===== src/rtl/idma_desc64_ar_prefetcher.sv =====
// AR-channel prefetcher for 64-bit descriptor chains: speculatively fetches contiguous
// descriptors and reports how many wrongly fetched ones the R-channel gater must discard.
module idma_desc64_ar_prefetcher #(
    parameter int unsigned NSpeculation = 4,
    parameter type         flush_t      = logic [$clog2(NSpeculation + 1)-1:0],
    parameter int unsigned DescBytes    = 32
) (
    input  logic        clk_i,
    input  logic        rst_ni,
    input  logic [63:0] desc_addr_i,
    input  logic        desc_addr_valid_i,
    output logic        desc_addr_ready_o,
    input  logic [63:0] next_addr_i,
    input  logic        next_addr_valid_i,
    output logic [63:0] ar_addr_o,
    output logic        ar_valid_o,
    input  logic        ar_ready_i,
    output flush_t      n_to_flush_o,
    output logic        n_to_flush_valid_o,
    output logic        busy_o
);

    localparam int unsigned CntW       = $clog2(NSpeculation + 1);
    localparam logic [63:0] EndOfChain = '1;
    localparam logic [63:0] Stride     = 64'(DescBytes);

    typedef enum logic {IDLE, FETCH} state_e;

    state_e          state;
    logic [CntW-1:0] inflight;
    logic [63:0]     issue_addr;
    logic [63:0]     head_addr;
    logic [63:0]     predicted;
    logic            ar_hs;
    logic            can_load;
    logic            is_end;
    logic            is_hit;

    assign ar_hs             = ar_valid_o & ar_ready_i;
    assign can_load          = (!ar_valid_o || ar_ready_i) && (inflight < CntW'(NSpeculation))
                               && !next_addr_valid_i;
    assign predicted         = head_addr + Stride;
    assign is_end            = (next_addr_i == EndOfChain);
    assign is_hit            = (inflight > CntW'(1)) && (next_addr_i == predicted);
    assign desc_addr_ready_o = (state == IDLE);

    always_ff @(posedge clk_i or negedge rst_ni) begin
        if (!rst_ni) begin
            state              <= IDLE;
            inflight           <= '0;
            issue_addr         <= '0;
            head_addr          <= '0;
            ar_addr_o          <= '0;
            ar_valid_o         <= 1'b0;
            n_to_flush_o       <= '0;
            n_to_flush_valid_o <= 1'b0;
            busy_o             <= 1'b0;
        end else begin
            n_to_flush_valid_o <= 1'b0;
            case (state)
                IDLE: begin
                    // A request left over from an ended chain still has to finish its handshake.
                    if (ar_hs) ar_valid_o <= 1'b0;
                    if (desc_addr_valid_i) begin
                        issue_addr <= desc_addr_i;
                        inflight   <= '0;
                        state      <= FETCH;
                        busy_o     <= 1'b1;
                    end
                end
                FETCH: begin
                    if (next_addr_valid_i) begin
                        if (ar_hs) ar_valid_o <= 1'b0;
                        if (inflight != '0) begin
                            n_to_flush_valid_o <= 1'b1;
                            if (is_end) begin
                                n_to_flush_o <= flush_t'(inflight - CntW'(1));
                                inflight     <= '0;
                                state        <= IDLE;
                                busy_o       <= 1'b0;
                            end else if (is_hit) begin
                                n_to_flush_o <= '0;
                                inflight     <= inflight - CntW'(1);
                                head_addr    <= predicted;
                            end else begin
                                // With a single descriptor in flight this yields zero: nothing speculative to drop.
                                n_to_flush_o <= flush_t'(inflight - CntW'(1));
                                issue_addr   <= next_addr_i;
                                inflight     <= '0;
                            end
                        end
                    end else if (can_load) begin
                        ar_addr_o  <= issue_addr;
                        ar_valid_o <= 1'b1;
                        issue_addr <= issue_addr + Stride;
                        inflight   <= inflight + CntW'(1);
                        if (inflight == '0) head_addr <= issue_addr;
                    end else if (ar_hs) begin
                        ar_valid_o <= 1'b0;
                    end
                end
            endcase
        end
    end

`ifndef SYNTHESIS
    decode_in_flight_a: assert property (@(posedge clk_i) disable iff (!rst_ni)
        next_addr_valid_i |-> (state == FETCH && inflight != '0));
`endif

endmodule

===== config.mk =====
export PLATFORM = sky130hd
export DESIGN_NAME = idma_desc64_ar_prefetcher
export DESIGN_NICKNAME = d
export VERILOG_FILES = /design/src/rtl/idma_desc64_ar_prefetcher.sv
export SDC_FILE = /design/constraint.sdc
export NUM_CORES = 1
export LEC_CHECK = 0
export ABC_AREA = 0
export ABC_CLOCK_PERIOD_IN_PS = 4510
export CAP_MARGIN = 0
export CELL_PAD_IN_SITES_DETAIL_PLACEMENT = 1
export CELL_PAD_IN_SITES_GLOBAL_PLACEMENT = 2
export CORE_ASPECT_RATIO = 2
export CORE_MARGIN = 2
export CORE_UTILIZATION = 25
export CTS_BUF_LIST = sky130_fd_sc_hd__clkbuf_8 sky130_fd_sc_hd__clkbuf_16
export CTS_CLUSTER_SIZE = 14
export DETAILED_ROUTE_END_ITERATION = 8
export HOLD_SLACK_MARGIN = 0.05
export PLACE_DENSITY_LB_ADDON = 0.25
export SLEW_MARGIN = 25
export SYNTH_ARGS = -nofsm -noshare
export SYNTH_HDL_FRONTEND = slang
export SYNTH_SLANG_ARGS = --single-unit

===== constraint.sdc =====
create_clock -name clk_i -period 4.51 [get_ports clk_i]
set_clock_uncertainty 0.1 [all_clocks]
set_input_delay 0.902 -clock clk_i [delete_from_list [all_inputs] [get_ports clk_i]]
set_output_delay 0.902 -clock clk_i [all_outputs]
set_load 0.02 [all_outputs]

==> summary.txt <==
Timing
  – Unrepaired setup endpoints after global routing: no
  – Period minus WS final: 4.36 ns
  – Worst-Margin Slew: 0.965 ns
  – Slew margin rel.: 35.6%
  – Post-route setup slack: 0.146 ns
  – Hold Violations, Final: 0
  – Endpoints failing setup: 0
  – Setup TNS: 0 ns
  – Max Freq: 229 MHz
  – Fin crit share: 96.8%
  – Final Max Slew Viols: 0

CTS
  – # clock sinks: 202
  – Cts bufs inserted: 24
  – CTS tree: yes
  – Worst-Skew Late Latency: 0.59 ns
  – Clock transition at path regs: 0.07 ns
  – Max Buffers Root-to-Sink: 3
  – Clock root buffer master: clkbuf_16
  – H-tree levels: 1

Floorplan
  – Initial Utilization: 25.3%
  – # rows: 125
  – # IOs: 204
  – Die area: 60,900 um^2
  – Die W: 175 um
  – Core footprint: 58,200 um^2
  – DIE HEIGHT: 347 um

Worst setup path
  – Critical-path top delay cell: or4_4
  – Delay-heaviest family, CP: simple AND/OR/NAND/NOR gates
  – Worst path arrival time: 4.70 ns
  – Worst Path Buf+Inv: 4
  – Required time of the critical path: 4.85 ns
  – WS Path Type: reg2reg
  – Crit path top cell by count: buf_4
  – Largest fanout on the critical path: 7
  – Crit end category: flop
  – CP Launch Type: flop
  – Crit path cell chain: nand4_1 > buf_4 > or3_1 > nor4_1 > buf_4 > xnor2_1 > o21ai_0 > nand4b_1 > or4_4 > o21ai_4 > buf_4 > nand2_1 > buf_4 > a221oi_1
  – Slowest Stage Delay on Critical Path: 0.62 ns

Global route
  – Gr usage total: 28.7%
  – Total gr overflow: 0
  – Initial antenna violation count: 0
  – Global-route wire length before repair: 128,000 um
  – Largest net degree at the start of global routing: 113
  – Vias in the first global route: 17,735

Synthesis
  – Post-Synthesis Cells: 1,850
  – Async set-reset flop share out of synthesis: 100%
  – Mapped Nets: 1,988
  – Post-synth EDFFs: 0
  – Cell Area, Synth: 14,700 um^2
  – Sequential cell area fraction in the yosys report: 34.4%
  – Yosys warns: 0
  – #FFs+latches synth: 202
  – Unique masters post-synth: 84
  – Synthesized area per cell: 7.95 um^2
  – Most used DFF post-synth: dfrtp_1

Cells and area
  – Syn-to-layout area delta: 35.6%
  – Fin nets: 2,299
  – Share of cells above drive strength 1: 15.7%
  – Most frequent cells in the layout: nand2_1, buf_4, clkdlybuf4s50_1
  – Core Util, Final: 34.2%
  – Commonest non-fill, non-tap cell in the layout: nand2_1
  – Post-Layout Cell Count: 2,941

Placed design
  – Placed Cells: 2,895
  – Hpwl dp: 68,500 um
  – PortBufs: 203
  – Pre-CTS setup slack: -0.263 ns
  – RD Place Congestion: 0.938

Route
  – Drt wl/cell: 30.1 um
  – TritonRoute pass-1 iters: 5
  – Iteration-0 DRC count of the detailed router: 1,541
  – DRC violations left: 0
  – Final wirelength: 88,600 um
  – Via density: 5.75
  – DR vias: 16,897
  – DRT antenna net count: 0

Worst hold path
  – Worst hold path type: in2async

Power and ir drop
  – Cell Pwr Density: 569 nW/um^2
  – Worst vdd ir: 0.276 mV
  – Leak: 7.93 nW

Job
  – Max-capacitance violation count: 0

Run status
  – Outcome: completed
## synthesized netlist by cell type (all sizes together), types with 17 or more instances
master    n  area, um^2
nand3    79         400
and3     41         257
xor2     33         289
nand4    79         515
inv      71         267
mux2     28         315
a221oi   17         149
buf      34         168
a211o    20         175
nor3     55         287
nor4     46         315
o211ai   26         195
nor2     98         368
clkbuf  117         443
o311ai   39         342
nand2   240         901
o21ai   136         688
mux2i    25         250
xnor2    61         534
a31oi    17         106
nand2b   22         138
dfrtp   202        5050
o22ai    54         338
a21oi   108         548
## layout make-up
cell class	instances	area, um^2
flip-flops and latches	202	5060
clock buffers	26	628
multi-input cells	1425	8840
inverters	72	270
clock inverters	17	206
fillers	6958	38300
well taps	762	953
diodes	1	2.50
repair buffers	436	3960
## path summary, 6_finish.rpt
kind                       cells past startpoint             end           from  slack [ns]
min in group clk_i                             2   ar_addr_o[63]  ar_addr_o[63]        0.38
max in group asynchronous                      2   head_addr[11]         rst_ni        3.25
min reg2reg                                    2   ar_addr_o[63]  ar_addr_o[63]        0.38
max                                           14  issue_addr[51]  head_addr[30]        0.15
min                                            1   ar_addr_o[16]         rst_ni        0.19
max reg2reg                                   14  issue_addr[51]  head_addr[30]        0.15
## where the power goes
part	switching [mW]	internal, mW
Clock	0.948	1.24
Sequential	1.01	2.65
Combinational	3.31	2.19
Total	5.27	6.07
## cells by family (layout without fill, tap and decap cells)
logic type,count (synthesis),in the layout,share of synthesized area [%]
AO/OA/AOI/OAI,532,532,24.0
XOR/XNOR,94,94,5.60
adder cells (fa/ha/maj),5,5,0.426
buffers and inverters,223,551,5.99
flip-flops,202,202,34.4
multiplexers,53,53,3.85
other,0,1,0
AND/OR/NAND/NOR,741,741,25.7
## routing by layer
| metal | GRT usage, % | share of wire, % | up-vias | wire, um |
|---|---|---|---|---|
| met4 | 17.4 | 7.3 | 0 | 6440 |
| met3 | 2.77 | 4.2 | 203 | 3750 |
| met1 | 34.0 | 39 | 8522 | 34500 |
| met2 | 49.5 | 50 | 642 | 43900 |
| li1 | - | - | 7530 | - |
| met5 | 0 | 0 | - | 0 |
## sequential cells by signal, summed over array words and instances (netlist names), 3 cells and up
signal        flops
head_addr        64
issue_addr       64
ar_addr_o        64
n_to_flush_o      3
inflight          3
## metrics by stage
stage / hold slack, ns / power [mW] / cell area (um^2)
2_1_floorplan: 0.368 / 6.19 / 14700
3_3_place_gp: 0.367 / 9.01 / 19000
3_5_place_dp: 0.371 / 9.11 / 19000
4_1_cts: 0.243 / 11.4 / 19900
5_1_grt: 0.224 / 11.9 / 19900
6_report: 0.186 / 11.3 / 19900
## repair_timing
item / in CTS / in global routing
pin swaps: 0 / 3
setup endpoints to repair: 13 / 98
hold buffers: 0 / 0
resized for setup: 3 / 11
buffers inserted: 0 / 2
No activity file was read; power rests on OpenSTA's default activity.
